File: config.mk
export PLATFORM = sky130hd
export DESIGN_NAME = if_id_buf
export DESIGN_NICKNAME = d
export VERILOG_FILES = /design/src/rtl/if_id_buf_pkg.sv /design/src/rtl/if_id_buf_inst_fifo_mem.sv /design/src/rtl/if_id_buf.sv
export SDC_FILE = /design/constraint.sdc
export NUM_CORES = 1
export LEC_CHECK = 0
export ABC_AREA = 1
export BUFFER_PORTS_ARGS = -buffer_cell sky130_fd_sc_hd__buf_2
export CORE_MARGIN = 2
export CORE_UTILIZATION = 47
export DETAILED_ROUTE_END_ITERATION = 7
export GPL_ROUTABILITY_DRIVEN = 0
export PLACE_DENSITY = 0.75
export SYNTH_ARGS = -nofsm -noshare
export SYNTH_HDL_FRONTEND = slang
export SYNTH_SLANG_ARGS = --single-unit
File: constraint.sdc
create_clock -name clk -period 3.55 [get_ports clk]
set_input_delay 0.355 -clock clk [delete_from_list [all_inputs] [get_ports clk]]
set_output_delay 0.355 -clock clk [all_outputs]
set_load 0.005 [all_outputs]
File: src/rtl/if_id_buf_pkg.sv
// Shared constants and types for the fetch/decode instruction buffer.
package if_id_buf_pkg;
  localparam int DATA_WIDTH = 32;
  localparam logic [DATA_WIDTH-1:0] INST_NOP = 32'h00000013;  // addi x0,x0,0
  localparam logic [DATA_WIDTH-1:0] ZERO     = '0;
  localparam logic WRITE_ENABLE = 1'b1;
  localparam logic READ_ENABLE  = 1'b1;

  typedef struct packed {
    logic [DATA_WIDTH-1:0] pc;
    logic [DATA_WIDTH-1:0] inst;
  } fetch_entry_t;
endpackage

File: src/rtl/if_id_buf_inst_fifo_mem.sv
// Register array holding {pc, inst} fetch entries; synchronous write, async read.
module inst_fifo_mem
  import if_id_buf_pkg::*;
#(
  parameter int DEPTH = 2,
  parameter int AW    = $clog2(DEPTH)
) (
  input  logic         clk,
  input  logic         we,
  input  logic [AW-1:0] waddr,
  input  fetch_entry_t wdata,
  input  logic [AW-1:0] raddr,
  output fetch_entry_t rdata
);
  fetch_entry_t mem [DEPTH];

  always_ff @(posedge clk) begin
    if (we == WRITE_ENABLE) mem[waddr] <= wdata;
  end

  assign rdata = mem[raddr];
endmodule

File: src/rtl/if_id_buf.sv
// Fetch->decode instruction FIFO; presents a NOP to decode when empty or flushed.
// Optional decode-stall counter enabled by defining IF_ID_STALL_CNT_EN.
module if_id_buf
  import if_id_buf_pkg::*;
#(
  parameter int DEPTH     = 2,
  parameter int CNT_WIDTH = 16
) (
`ifdef IF_ID_STALL_CNT_EN
  output logic [CNT_WIDTH-1:0]  stall_cnt_o,
`endif
  input  logic                  clk,
  input  logic                  rst,
  input  logic                  flush_i,
  input  logic                  if_valid_i,
  output logic                  if_ready_o,
  input  logic [DATA_WIDTH-1:0] if_inst_i,
  input  logic [DATA_WIDTH-1:0] if_pc_i,
  output logic                  id_valid_o,
  input  logic                  id_ready_i,
  output logic [DATA_WIDTH-1:0] inst_o,
  output logic [DATA_WIDTH-1:0] inst_addr_o
);
  localparam int AW = $clog2(DEPTH);
  localparam logic [AW:0] CNT_FULL = (AW+1)'(DEPTH);

  if (DEPTH < 2 || (DEPTH & (DEPTH - 1)) != 0 || CNT_WIDTH < 1) begin : g_bad_param
    $error("if_id_buf: DEPTH must be a power of two >= 2 and CNT_WIDTH >= 1");
  end

  logic [AW-1:0] wr_ptr, rd_ptr;
  logic [AW:0]   count;
  logic          push, pop;
  fetch_entry_t  head;

  // Ready depends on occupancy only, so a full buffer never passes through.
  assign if_ready_o = (count != CNT_FULL);
  assign id_valid_o = (count != '0);
  assign push       = if_valid_i & if_ready_o & ~flush_i;
  assign pop        = id_valid_o & id_ready_i & ~flush_i;

  inst_fifo_mem #(.DEPTH(DEPTH), .AW(AW)) u_mem (
    .clk   (clk),
    .we    (push ? WRITE_ENABLE : ~WRITE_ENABLE),
    .waddr (wr_ptr),
    .wdata ('{pc: if_pc_i, inst: if_inst_i}),
    .raddr (rd_ptr),
    .rdata (head)
  );

  always_ff @(posedge clk) begin
    if (!rst) begin
      wr_ptr <= '0;
      rd_ptr <= '0;
      count  <= '0;
    end else if (flush_i) begin
      wr_ptr <= '0;
      rd_ptr <= '0;
      count  <= '0;
    end else begin
      if (push) wr_ptr <= wr_ptr + 1'b1;
      if (pop)  rd_ptr <= rd_ptr + 1'b1;
      case ({push, pop})
        2'b10:   count <= count + 1'b1;
        2'b01:   count <= count - 1'b1;
        default: count <= count;
      endcase
    end
  end

  assign inst_o      = id_valid_o ? head.inst : INST_NOP;
  assign inst_addr_o = id_valid_o ? head.pc   : ZERO;

`ifdef IF_ID_STALL_CNT_EN
  // Saturating: sticks at all-ones until the next reset.
  always_ff @(posedge clk) begin
    if (!rst)
      stall_cnt_o <= '0;
    else if (id_valid_o && !id_ready_i && !flush_i && stall_cnt_o != '1)
      stall_cnt_o <= stall_cnt_o + 1'b1;
  end
`endif
endmodule
**Word level (Yosys, flattened, before mapping)**

Memory sizes are Yosys's and may differ from the RTL's. A register that Yosys moved wholly into a read port is not among the register bits.
Index checks and enable logic that the tools add are counted.

- Output and inout bits: 66
- RAM bits: 128
- Bits in latches: 0
- Input bits: 69
- Register bits: 4
- Bits in read-only memories: 0
- Logic and storage cells: 28
- Memories kept: 1

- $mul: 0
- Bitwise gates (word level): 6
- Add/subtract/negate cells: 4
- Equal/unequal tests: 3
- $lt $le $gt $ge: 0
- Shift operators: 0
- Reduce and logical (&&, ||, !) cells: 3
- Div/mod/pow operators: 0
- Multiplexer cells: 8

Memories:

| memory | words | width | read ports | clocked after memory_dff | write ports | line | RTL |
|---|---|---|---|---|---|---|---|
| u_mem.mem | 2 | 64 | 1 | 1 | 1 | if_id_buf_inst_fifo_mem.sv:15 | `fetch_entry_t mem [DEPTH];` |

Operator list:

| operator | count |
|---|---|
| 2-to-1 mux 32 bit | 2 |
| 2-to-1 mux 1 bit | 5 |
| bitwise AND 1 bit | 4 |
| one-hot mux 2 bit (2 select lines) | 1 |
| nonzero test 2 bit | 2 |
| adder 1 bit, second input constant | 2 |
| adder 2 x 1 -> 2 bit, second input constant | 1 |
| equality test 2 x 1 -> 1 bit, second input constant | 1 |
| equality test 2 bit, second input constant | 1 |
| != test 2 bit, second input constant | 1 |
| NOT 1 bit | 2 |
| OR reduction 2 bit | 1 |
| subtractor 2 x 1 -> 2 bit, second input constant | 1 |

**Logic depth before layout (Yosys ltp)**

- Word-level depth: 6
- Mapped depth: 10
- Depth with buffers taken out: 10

**Modules after synthesis**

From an unflattened synthesis, not the netlist that was laid out.

- Cell total of the unflattened synthesis: 508
- Area, all modules: 5510.3 µm²

By module, submodules not included:

| module | times used | seq. area each (µm²) | area an instance (µm²) | cells an instance |
|---|---|---|---|---|
| inst_fifo_mem | 1 | 3843.7 | 4703.3 | 338 |
| if_id_buf | 1 | 80.1 | 807.0 | 170 |

**Worst setup path after synthesis**

No wires, ideal clock.

- Kind: register -> register
- Start: register count[0]
- End: memory u_mem.mem[0][0] in the netlist's numbering, enable pin
- Clock period less this slack: 3866 ps
- Slack: -316 ps
- Cell stages (with the launch flop): 5
- Setup time: 486 ps
- Path buffers: 0
- Data arrival time: 3380 ps
- Required time: 3064 ps
- Cells stage by stage: dfxtp_1 inv_1 nand2_1 nand2_1 nor2_1

- Word-level cells in the longest chain between the ends: 6

Ends and longest elaborated chain:

| what | line | RTL |
|---|---|---|
| start, declared | if_id_buf.sv:32 | `logic [AW:0] count;` |
| start signal, assigned | if_id_buf.sv:64 | `2'b10: count <= count + 1'b1;` |
| start signal, assigned | if_id_buf.sv:65 | `2'b01: count <= count - 1'b1;` |
| start signal, assigned | if_id_buf.sv:66 | `default: count <= count;` |
| != test 2 bit | if_id_buf.sv:37 | `assign if_ready_o = (count != CNT_FULL);` |
| net if_ready_o | if_id_buf.sv:16 | `output logic if_ready_o,` |
| bitwise AND 1 bit (2 in series) | if_id_buf.sv:39 | `assign push = if_valid_i & if_ready_o & ~flush_i;` |
| 2-to-1 mux 1 bit | if_id_buf.sv:44 | `.we (push ? WRITE_ENABLE : ~WRITE_ENABLE),` |
| 2-to-1 mux 1 bit | if_id_buf_inst_fifo_mem.sv:18 | `if (we == WRITE_ENABLE) mem[waddr] <= wdata;` |
| 2-to-1 mux 1 bit (not written as such) | if_id_buf_inst_fifo_mem.sv:18 |  |
| end, declared | if_id_buf_inst_fifo_mem.sv:15 |  |

The timed path passes the listed nets, and every way through them passes these cells.

==> impl_metrics.json <==
{
  "status": "finished clean",
  "synthesis.area_um2": 5030,
  "setup_ws_ns": 1.08,
  "ys.warnings.count": 0,
  "ctsHoldBuffers": 0,
  "clk_latency_ns": 0.50,
  "wl_mm": 10.1,
  "grt-ovfl-total": 0,
  "vias_per_cell": 4.92,
  "synth_top_area_share_pct": 76.5,
  "ys_types": 15,
  "dp_hpwl_mm": 6.15,
  "pin_count": 135,
  "area_delta_synth_final_pct": 27.8,
  "core_um2": 10400,
  "cts_tree": "built",
  "rsz0062_at_grt": "false",
  "p_int_w": 0.00297,
  "path_clk_slew_ns": 0.06,
  "p_comb_share_pct": 4.3,
  "drt_iter0_drc": 212,
  "synth-seq-area-share_pct": 78.5,
  "skew_ns": 0.00684,
  "setup_viol": 0,
  "vias": 3296,
  "dr.pass1.iters": 4,
  "syn_inst": 381,
  "synthTopCellsByArea": "edfxtp_1 (76%), nand2_1 (10%), a21oi_1 (6.3%)",
  "seq_area_um2": 3950,
  "switching_share_pct": 19.7,
  "cts_buffers": 17,
  "min_period_ns": 2.47,
  "chipWidth_um": 107,
  "cts.sinks": 133,
  "critPathArrivalTime_ns": 2.12,
  "cp.required_ns": 3.19,
  "ir_drop_mv": 0.389,
  "p_seq_share_pct": 48.2,
  "leakage_nw": 2.61,
  "place_ws_ns": 1.46,
  "yosys-top-cells-count": "nand2_1 (137), edfxtp_1 (128), a21oi_1 (63)",
  "nNetsFinal": 591,
  "power_w": 0.00369,
  "antenna_found_initial": 1,
  "end_kind": "output pin",
  "grt_max_degree": 65,
  "port_buffers": 134,
  "synth_edf_count": 128,
  "diodes": 0,
  "grt_first_pass_wirelength_mm": 15.3,
  "track_usage_pct": 17.9,
  "slew_headroom_pct": 27.0,
  "synth-seq-cells": 133,
  "drive_above_1_share_pct": 32.8,
  "dpl_cell_area_um2": 5820,
  "fin_hold_ws_ns": 0.0375,
  "start_util_pct": 48.5,
  "worst_pin_slew_ns": 1.09,
  "avgSynthCellArea_um2": 13.2,
  "routedWlPerCell_um": 15.1,
  "async_reset_ff_share_pct": 0,
  "critPathKind": "reg2out",
  "post_cts_resized": 0,
  "die_h_um": 107,
  "std_cell_rows": 37,
  "root_buffer": "clkbuf_8",
  "final_max_slew_viol_count": 0,
  "finalCritPeriodShare_pct": 69.7,
  "yosys.area.top_type": "edfxtp_1",
  "yosysMostFrequentCell": "nand2_1",
  "antenna_left": 0,
  "maxCapViolCount": 0,
  "fillers": 836,
  "p_per_area_nw_per_um2": 575,
  "ys.flop_type": "edfxtp_1",
  "drcViolationCount": 0,
  "die_area_um2": 11500,
  "hp-class": "in2reg",
  "cts_setup_buffers": 0,
  "start_kind": "flip-flop",
  "grt_pass1_vias": 3250,
  "setup_tns_ns": 0,
  "fmax_mhz": 404,
  "switching_power_w": 0.000726,
  "finalHoldViolations": 0,
  "h-tree-depth": 4,
  "design_area_um2": 6420,
  "multi_input_area_um2": 947,
  "p_clk_share_pct": 47.5,
  "synth_nets": 451,
  "cp_max_fo": 64,
  "cts_max_path_buffers": 2
}
-- stage by stage --
step                instances  util, %
finish                    670     61.9
global route              670     61.9
CTS                       670     61.9
detailed placement        638     56.1
global placement          638     56.1
floorplan                 381        -
-- critical path, stage by stage (launching register included) --
cell and delay [ns]:
dfxtp_2 0.32, inv_2 0.78, nand2_1 0.14, a21oi_1 0.22, buf_2 0.15
-- routing by layer --
layer,vias to the layer above,track usage [%],share of wire [%]
met3,19,4.84,6.0
met5,-,0,0.13
li1,1617,-,-
met1,1554,20.9,42
met4,2,8.15,1.9
met2,104,30.7,50
-- cell type report --
type,instances,share of cell area (%)
tap,136,2.65
clock inverter,14,2.86
sequential,133,61.4
inverter,8,0.468
clock buffer,18,6.51
timing repair buffer,140,11.3
multi-input combinational,221,14.7
-- cells by family after synthesis --
family                     share of synthesized area, %
adders and majority gates                         0.249
AOI/OAI and AO/OA                                  6.27
DFF                                                78.5
buffers and inverters                              2.84
and+or+nand+nor                                    12.0
xor gates and xnor gates                          0.174
-- cell usage in the layout (no fill, tap or decap), drive strengths merged, types with 4 or more instances in the layout --
| master | Yosys | routed |
|---|---|---|
| a21oi | 63 | 63 |
| clkinv | 0 | 7 |
| bufinv | 0 | 4 |
| nor2 | 12 | 12 |
| dfxtp | 5 | 5 |
| inv | 8 | 9 |
| edfxtp | 128 | 128 |
| nand3 | 5 | 5 |
| clkbuf | 0 | 18 |
| nand2 | 137 | 137 |
| buf | 19 | 140 |
-- state kept, by name, summed over array words and instances, names as in the netlist, named ones only --
name	count
count	2
wr_ptr	1
rd_ptr	1
u_mem.mem	128
-- power groups by stage --
| stage | clock network [W] | logic, W | registers [W] |
|---|---|---|---|
| after global placement | 0 | 0.000154 | 0.00181 |
| after CTS | 0.00178 | 0.000160 | 0.00178 |
| after global routing | 0.00185 | 0.000177 | 0.00178 |
| final | 0.00176 | 0.000157 | 0.00178 |
| after detailed placement | 0 | 0.000159 | 0.00181 |
| after floorplan | 0 | 0.0000677 | 0.00181 |
-- worst paths after layout --
check,start,endpoint,slack (ns),cells after the start
worst min register to register,rd_ptr,flip-flop,0.50,2
worst max register to register,count[0],u_mem.mem[0][34],1.47,5
worst min-delay path,if_inst_i[21],u_mem.mem[1][21],0.04,1
worst max-delay path,flip-flop,inst_addr_o[11],1.08,4
Power figures use the tool's default switching activity.
